--- src/rtl/sensor_pkg.sv ---
// Shared definitions for the colour-sensor path: frequency-meter FSM
// states and the default gate window length.
package sensor_pkg;

    // Frequency-meter control states
    typedef enum logic [1:0] {
        IDLE = 2'd0,
        GATE = 2'd1,
        DONE = 2'd2
    } fm_state_t;

    // Default gate window length in system-clock cycles
    localparam int unsigned FM_DEFAULT_GATE_CYCLES = 1000;

endpackage

--- src/rtl/sync_edge_det.sv ---
// Two-flop synchroniser for an asynchronous sensor pin, followed by a third
// flop so a single-cycle rising-edge pulse can be formed in the clk domain.
module sync_edge_det (
    input  logic clk,
    input  logic rst,
    input  logic async_in,
    output logic rise
);

    logic in_p0;
    logic in_p1;
    logic in_p2;

    // Synchroniser chain (in_p0/in_p1) plus the history flop for edge detection
    always_ff @(posedge clk or posedge rst) begin
        if (rst) begin
            in_p0 <= 1'b0;
            in_p1 <= 1'b0;
            in_p2 <= 1'b0;
        end else begin
            in_p0 <= async_in;
            in_p1 <= in_p0;
            in_p2 <= in_p1;
        end
    end

    assign rise = in_p1 & ~in_p2;

endmodule

--- src/rtl/freq_meter.sv ---
// Gated frequency counter: counts synchronised rising edges of freq_in over
// a window of GATE_CYCLES system-clock cycles and publishes a saturating
// count plus an overflow flag at the end of each window.
module freq_meter
    import sensor_pkg::*;
#(
    parameter int unsigned GATE_CYCLES = FM_DEFAULT_GATE_CYCLES,
    parameter int unsigned CNT_W       = 16
) (
    input  logic             clk,
    input  logic             rst,
    input  logic             start,
    input  logic             continuous,
    input  logic             freq_in,
    output logic             busy,
    output logic             done,
    output logic [CNT_W-1:0] count,
    output logic             overflow
);

    localparam int unsigned       GATE_W     = $clog2(GATE_CYCLES + 1);
    localparam logic [GATE_W-1:0] TIMER_LOAD = GATE_W'(GATE_CYCLES - 1);

    // Saturating increment: returns {attempted_past_max, new_value}.
    // At all-ones the value holds and the attempt is reported.
    function automatic logic [CNT_W:0] sat_inc(input logic [CNT_W-1:0] val,
                                               input logic             en);
        logic [CNT_W:0] res;
        if (!en) begin
            res = {1'b0, val};
        end else if (val == {CNT_W{1'b1}}) begin
            res = {1'b1, val};
        end else begin
            res = {1'b0, val + 1'b1};
        end
        return res;
    endfunction

    fm_state_t         state;
    fm_state_t         state_nxt;
    logic [GATE_W-1:0] timer;
    logic [CNT_W-1:0]  edge_cnt;
    logic              edge_ovf;
    logic              rise;
    logic [CNT_W-1:0]  cnt_inc;
    logic              ovf_inc;
    logic              in_gate;
    logic              load_window;
    logic              window_end;

    sync_edge_det u_sync (
        .clk      (clk),
        .rst      (rst),
        .async_in (freq_in),
        .rise     (rise)
    );

    assign in_gate     = (state == GATE);
    assign window_end  = in_gate && (timer == '0);
    // A new window opens from IDLE on start, or straight after DONE in continuous mode
    assign load_window = ((state == IDLE) && start) || ((state == DONE) && continuous);

    // Edge counting only happens inside the window; the last window cycle's
    // edge is folded into the published result via this same increment.
    assign {ovf_inc, cnt_inc} = sat_inc(edge_cnt, rise & in_gate);

    // Next-state decode for the window FSM
    always_comb begin
        state_nxt = state;
        case (state)
            IDLE:    if (start)      state_nxt = GATE;
            GATE:    if (timer == '0) state_nxt = DONE;
            DONE:    state_nxt = continuous ? GATE : IDLE;
            default: state_nxt = IDLE;
        endcase
    end

    // State register
    always_ff @(posedge clk or posedge rst) begin
        if (rst) begin
            state <= IDLE;
        end else begin
            state <= state_nxt;
        end
    end

    // Gate timer: loaded when a window opens, counts down to zero inside it
    always_ff @(posedge clk or posedge rst) begin
        if (rst) begin
            timer <= '0;
        end else if (load_window) begin
            timer <= TIMER_LOAD;
        end else if (in_gate && (timer != '0)) begin
            timer <= timer - 1'b1;
        end
    end

    // Working edge counter and sticky overflow for the open window
    always_ff @(posedge clk or posedge rst) begin
        if (rst) begin
            edge_cnt <= '0;
            edge_ovf <= 1'b0;
        end else if (load_window) begin
            edge_cnt <= '0;
            edge_ovf <= 1'b0;
        end else if (in_gate) begin
            edge_cnt <= cnt_inc;
            edge_ovf <= edge_ovf | ovf_inc;
        end
    end

    // Published result, captured as the window closes so it is valid during DONE
    always_ff @(posedge clk or posedge rst) begin
        if (rst) begin
            count    <= '0;
            overflow <= 1'b0;
        end else if (window_end) begin
            count    <= cnt_inc;
            overflow <= edge_ovf | ovf_inc;
        end
    end

    assign busy = in_gate;
    assign done = (state == DONE);

endmodule

--- config.mk ---
export PLATFORM = sky130hd
export DESIGN_NAME = freq_meter
export DESIGN_NICKNAME = d
export VERILOG_FILES = /design/src/rtl/sensor_pkg.sv /design/src/rtl/sync_edge_det.sv /design/src/rtl/freq_meter.sv
export SDC_FILE = /design/constraint.sdc
export NUM_CORES = 1
export LEC_CHECK = 0
export ABC_AREA = 1
export CORE_MARGIN = 5
export CORE_UTILIZATION = 55
export CTS_CLUSTER_DIAMETER = 30
export DETAILED_ROUTE_END_ITERATION = 12
export PLACE_DENSITY_LB_ADDON = 0.25
export SYNTH_ARGS = -nofsm -noshare
export SYNTH_HDL_FRONTEND = slang
export SYNTH_HIERARCHICAL = 1
export SYNTH_SLANG_ARGS = --single-unit
--- constraint.sdc ---
create_clock -name clk -period 2.15 [get_ports clk]
set_clock_uncertainty 0.2 [all_clocks]
set_input_delay 0.215 -clock clk [delete_from_list [all_inputs] [get_ports clk]]
set_output_delay 0.215 -clock clk [all_outputs]
set_load 0.01 [all_outputs]
==> results.cfg, run 1 <==
[worst_setup_path]
end_kind = primary output
critPathBufInv = 2
crit_chain = nor2_4 -> buf_4 -> clkdlybuf4s50_1
crit_fanout = 7
r2r_start = timer[0]$_DFFE_PP0P_
reg2reg_slack_ps = 250
cp_slowest_cell = clkdlybuf4s50_1
cp.required_ps = 1740
crit_type = reg2out
reg2regPathDepth = 9
cpPeakStageDelay_ps = 550
worstReg2RegEnd = timer[9]$_DFFE_PP0P_
critPathTopFamily = buffers and inverters
cp_num_cells = 3
cp.arrival_ps = 1600
worstSetupStartpointType = flip-flop

[timing]
tns_ps = 0
drv_slew = 0
setup_viol = 0
rsz0062_at_grt = no
tightest_slew_ps = 438
min_period_over_period = 0.937
hold_viol = 0
fmax_ghz = 0.496
post-route-min-period_ps = 2010
max_slew_margin = 0.707
timing.final.ws_setup_ps = 136

[floorplanning]
die_x_um = 79.4
coreArea_um2 = 4690
start_util = 0.565
die-area_um2 = 6310
die_h_um = 79.4
rows = 25
pin_count = 24

[cts]
insertion_delay_ps = 300
clock_tree.buffer_depth = 2
cts_buffers = 5
clock-sinks = 49
post_cts_buffers = 0
cts-root-buf = clkbuf_8
cts_tree = built
post_cts_resized = 0
clk_pin_slew_ps = 90
h-tree-depth = 2

[layout]
area_growth_pct = 15.5
instances_no_fill = 433
n_antenna_cell = 0
final_nets = 385
layout-drive-gt1-share = 0.0976
fin_util = 0.653

[placed_design]
io_buffers = 23
dp_worst_setup_slack_ps = 271
hpwl_um = 4150
gp_congestion = 0.885
dp_cells = 424

[power_and_ir_drop]
total_leakage_power_nw = 1.57
ir_drop_uv = 404
pwr_density_cell_nw_per_um2 = 686

[yosys]
ys_warn_count = 6
syn_area_per_cell_um2 = 7.60
synth_seq_area_share = 0.462
yosys-top-cells-area = dfrtp_1 46%, nand2_1 18%, nand3_1 6.6%
syn_inst = 349
synth_top_area_share = 0.462
yosysTopAreaCell = dfrtp_1
synth-seq-cells = 49
synth_area_um2 = 2650
synth.net_count = 356
synth.distinct_cells = 27

[global_routing]
grt_pass1_wl_um = 9890
grt_max_degree = 29
antenna_found_initial = 0
grt_remaining_overflow = 0
grt_usage = 0.199
first_global_vias = 2208

[detailed_routing]
detail-route-antenna-nets = 0
post_drt_wl_per_cell_um = 12.9
viasPerCell = 5.25
drc = 0
drt_iter0_drc = 136
vias = 2273
wl_um = 5600
firstDrtPassIters = 4

[run_status]
status = finished, final reports clean

[job]
max_cap_violations = 0

[min_path]
min_from = freq_in
holdPathEnd = u_sync/in_p0$_DFF_PP0_
holdPathStages = 1
hold_class = in2reg
[cell families after synthesis]
kind of cell / share of synthesized area
buffers and inverters: 0.0774
AO/OA/AOI/OAI: 0.0491
adder cells (fa/ha/maj): 0.00943
XOR/XNOR: 0.0231
flip-flops: 0.462
AND/OR/NAND/NOR: 0.379
[layout make-up]
class | count | area (µm²)
clock buffers | 6 | 82.6
flip-flops and latches | 49 | 1230
inverters | 35 | 131
fillers | 406 | 1630
well taps | 54 | 67.6
repair buffers | 30 | 298
clock inverters | 2 | 37.5
multi-input cells | 257 | 1220
[metrics by stage]
| step | power, mW | area, µm² | hold WS (ps) |
|---|---|---|---|
| 2_1_floorplan | 1.35 | 2650 | -231 |
| 3_3_place_gp | 1.43 | 2930 | 134 |
| 3_5_place_dp | 1.43 | 2930 | 138 |
| 4_1_cts | 2.12 | 3060 | 142 |
| 5_1_grt | 2.24 | 3060 | 136 |
| 6_report | 2.10 | 3060 | 155 |
[state kept, by name (all words and copies together), names as in the netlist]
name / flops
edge_ovf: 1
count: 16
u_sync/in_p0: 1
edge_cnt: 16
overflow: 1
u_sync/in_p2: 1
u_sync/in_p1: 1
state: 2
timer: 10
[power by group]
part / internal (mW) / switching (mW) / total [mW]
logic: 0.131 / 0.206 / 0.336
registers: 0.988 / 0.0990 / 1.09
clock network: 0.378 / 0.301 / 0.680
[per-layer routing]
layer	vias to the layer above	GRT usage	wire length (µm)
met3	8	0.0361	224
met2	53	0.333	2700
met1	1061	0.259	2590
met5	-	0	0
li1	1151	-	-
met4	0	0.0653	81
[what timing repair did]
item | CTS | global route
hold buffers | 1 | 0
setup endpoints to repair | 0 | 0
hold endpoints to repair | 3 | 0
[placed cells by master, fill, tap and decap left out, drive strengths merged, types with 7 or more instances in the layout]
master         instances
nor2                  44
nand2                131
dfrtp                 49
a21oi                  8
inv                   35
o21ai                 15
clkdlybuf4s50         23
nand4                  7
nand3                 36
[cell usage after synthesis]
cell,n
nand2_1,124
dfrtp_1,49
nand3_1,35
nor2_1,34
inv_1,32
o21ai_0,9
a21oi_1,8
nand2_2,6
nand4_1,6
nor2_4,6
o21ai_1,6
xor2_1,5
nand3b_1,4
nor2_2,4
clkbuf_8,3
inv_2,3
buf_2,2
clkbuf_1,2
ha_1,2
xnor2_1,2
buf_8,1
nand2_4,1
nand3_2,1
nand4_2,1
nor3_1,1
o211ai_1,1
o21bai_1,1
[how the worst max path moves through the flow]
stage                                     from               endpoint
after floorplan           timer[0]$_DFFE_PP0P_   count[7]$_DFFE_PP0P_
after global placement    timer[0]$_DFFE_PP0P_  count[10]$_DFFE_PP0P_
after detailed placement  timer[0]$_DFFE_PP0P_   timer[9]$_DFFE_PP0P_
after CTS                 state[1]$_DFFE_PP0P_                   busy
after global routing      state[1]$_DFFE_PP0P_                   busy
final                     state[1]$_DFFE_PP0P_                   busy
No activity file was read; power rests on OpenSTA's default activity.
==> run 2: changes to the inputs <==
GPL_ROUTABILITY_DRIVEN = 0   (was default)
clock period = 2.3 ns   (was 2.15 ns; I/O delays follow)
==> run 2 against run 1 <==
Count of clock-buffer cells in the layout did not move. First-iteration DRC count is 35% higher. Die area is the same. Core utilization down 0.16 points. Global-route usage grew 0.45 points. Critical path depth unchanged. Sequential cell count unchanged. Via count shrank 0.84%. Register-to-register slack improved by 70 ps. Worst setup slack better by 130 ps. Critical endpoint unchanged.
==> results.cfg, run 2 (synthesis gave the netlist of run 1 again) <==
[worst_setup_path]
cp.arrival_ps = 1610
cp-startpoint = state[1]$_DFFE_PP0P_
worstReg2RegEnd = count[10]$_DFFE_PP0P_
cp.required_ps = 1870
end_kind = primary output
crit_fanout = 7
r2r_start = timer[0]$_DFFE_PP0P_
worstSetupStartpointType = flip-flop
crit_type = reg2out
critPathCapture = busy
reg2reg_slack_ps = 320
reg2regPathDepth = 8

[timing]
drv_slew = 0
timing.final.ws_setup_ps = 263
min_period_over_period = 0.886
fmax_ghz = 0.491
tns_ps = 0
rsz0062_at_grt = no
tightest_slew_ps = 428
hold_viol = 0
post-route-min-period_ps = 2040
setup_viol = 0
max_slew_margin = 0.714

[cts]
clock-sinks = 49
post_cts_resized = 0
cts-root-buf = clkbuf_8
insertion_delay_ps = 300
h-tree-depth = 2
cts_tree = built
clk_pin_slew_ps = 90
clock_tree.buffer_depth = 2
cts_buffers = 5

[detailed_routing]
wl_um = 5700
drt_iter0_drc = 183
viasPerCell = 5.22
drc = 0
firstDrtPassIters = 4
vias = 2254
detail-route-antenna-nets = 0
post_drt_wl_per_cell_um = 13.2

[floorplanning]
die_x_um = 79.4
start_util = 0.565
coreArea_um2 = 4690
die-area_um2 = 6310
pin_count = 24
rows = 25
die_h_um = 79.4

[job]
max_cap_violations = 0

[layout]
fin_area_um2 = 3060
area_growth_pct = 15.2
layout-drive-gt1-share = 0.0952
final_nets = 384
top_regs = count (16), edge_cnt (16), timer (10)
final_common_cell = nand2_1
final_cell_mix = 124 x nand2_1, 49 x dfrtp_1, 35 x nand3_1, 34 x nor2_1, 31 x inv_1
n_fill_cell = 407
n_antenna_cell = 0

[placed_design]
dpl-instance-area_um2 = 2930
io_buffers = 23
hpwl_um = 4190
dp_worst_setup_slack_ps = 337

[power_and_ir_drop]
pwr-share-seq = 0.513
clockPowerShare = 0.326
pwr_density_cell_nw_per_um2 = 647
comb_power_share = 0.161
total_leakage_power_nw = 1.57
netSwitchingFraction = 0.293
ir_drop_uv = 400
p_int_mw = 1.40
power_switching_mw = 0.579

[global_routing]
grt_pass1_wl_um = 10100
antenna_found_initial = 0
first_global_vias = 2215
grt_usage = 0.203
grt_max_degree = 29
grt_remaining_overflow = 0

[min_path]
hold_class = reg2reg

[run_status]
status = finished, final reports clean
-- run 2: cell count changes in the layout (fill, tap and decap cells not counted), sizes merged --
cell,delta
buf,-1
-- run 2: per-layer routing --
layer,vias up,routed length [µm],global-route usage
li1,1153,-,-
met1,1050,2590,0.269
met2,44,2790,0.336
met3,7,240,0.0384
met4,0,77,0.0636
met5,-,0,0
-- run 2: how the worst min path moves through the flow --
| stage | from | endpoint | slack, ps | cells past startpoint |
|---|---|---|---|---|
| final | u_sync/in_p0$_DFF_PP0_ | u_sync/in_p1$_DFF_PP0_ | 160 | 0 |
| after global routing | freq_in | u_sync/in_p0$_DFF_PP0_ | 150 | 1 |
| after CTS | freq_in | u_sync/in_p0$_DFF_PP0_ | 160 | 1 |
| after detailed placement | u_sync/in_p0$_DFF_PP0_ | u_sync/in_p1$_DFF_PP0_ | 150 | 0 |
| after global placement | u_sync/in_p0$_DFF_PP0_ | u_sync/in_p1$_DFF_PP0_ | 140 | 0 |
| after floorplan | rst | u_sync/in_p0$_DFF_PP0_ | -220 | 1 |
-- run 2: what timing repair did --
action	CTS	global route
buffers inserted	0	0
hold buffers	1	0
hold endpoints to repair	3	0
-- run 2: power groups by stage --
stage | registers [mW] | clock network (mW) | logic (mW)
finish | 1.02 | 0.646 | 0.318
global route | 1.03 | 0.708 | 0.366
CTS | 1.01 | 0.658 | 0.319
detailed placement | 1.03 | 0 | 0.313
global placement | 1.03 | 0 | 0.306
floorplan | 1.01 | 0 | 0.259
-- run 2: worst max-delay path, cell delays in order, from the launching register on --
cell and delay, ps:
dfrtp_1 430, nor2_4 150, buf_4 180, clkdlybuf4s50_1 550
-- run 2: area by class of cell --
type,count,area (µm²),area share
Clock inverter,2,37.5,0.0123
Sequential cell,49,1230,0.401
Clock buffer,6,82.6,0.0270
Inverter,35,131,0.0430
Timing Repair Buffer,29,290,0.0950
Tap cell,54,67.6,0.0221
Multi-Input combinational cell,257,1220,0.400
-- run 2: metrics by stage --
step	instances	utilization	hold WS (ps)	power [mW]
2_1_floorplan	349	-	-216	1.27
3_3_place_gp	423	0.624	135	1.33
3_5_place_dp	423	0.624	148	1.34
4_1_cts	432	0.651	155	1.99
5_1_grt	432	0.651	145	2.10
6_report	432	0.651	163	1.98
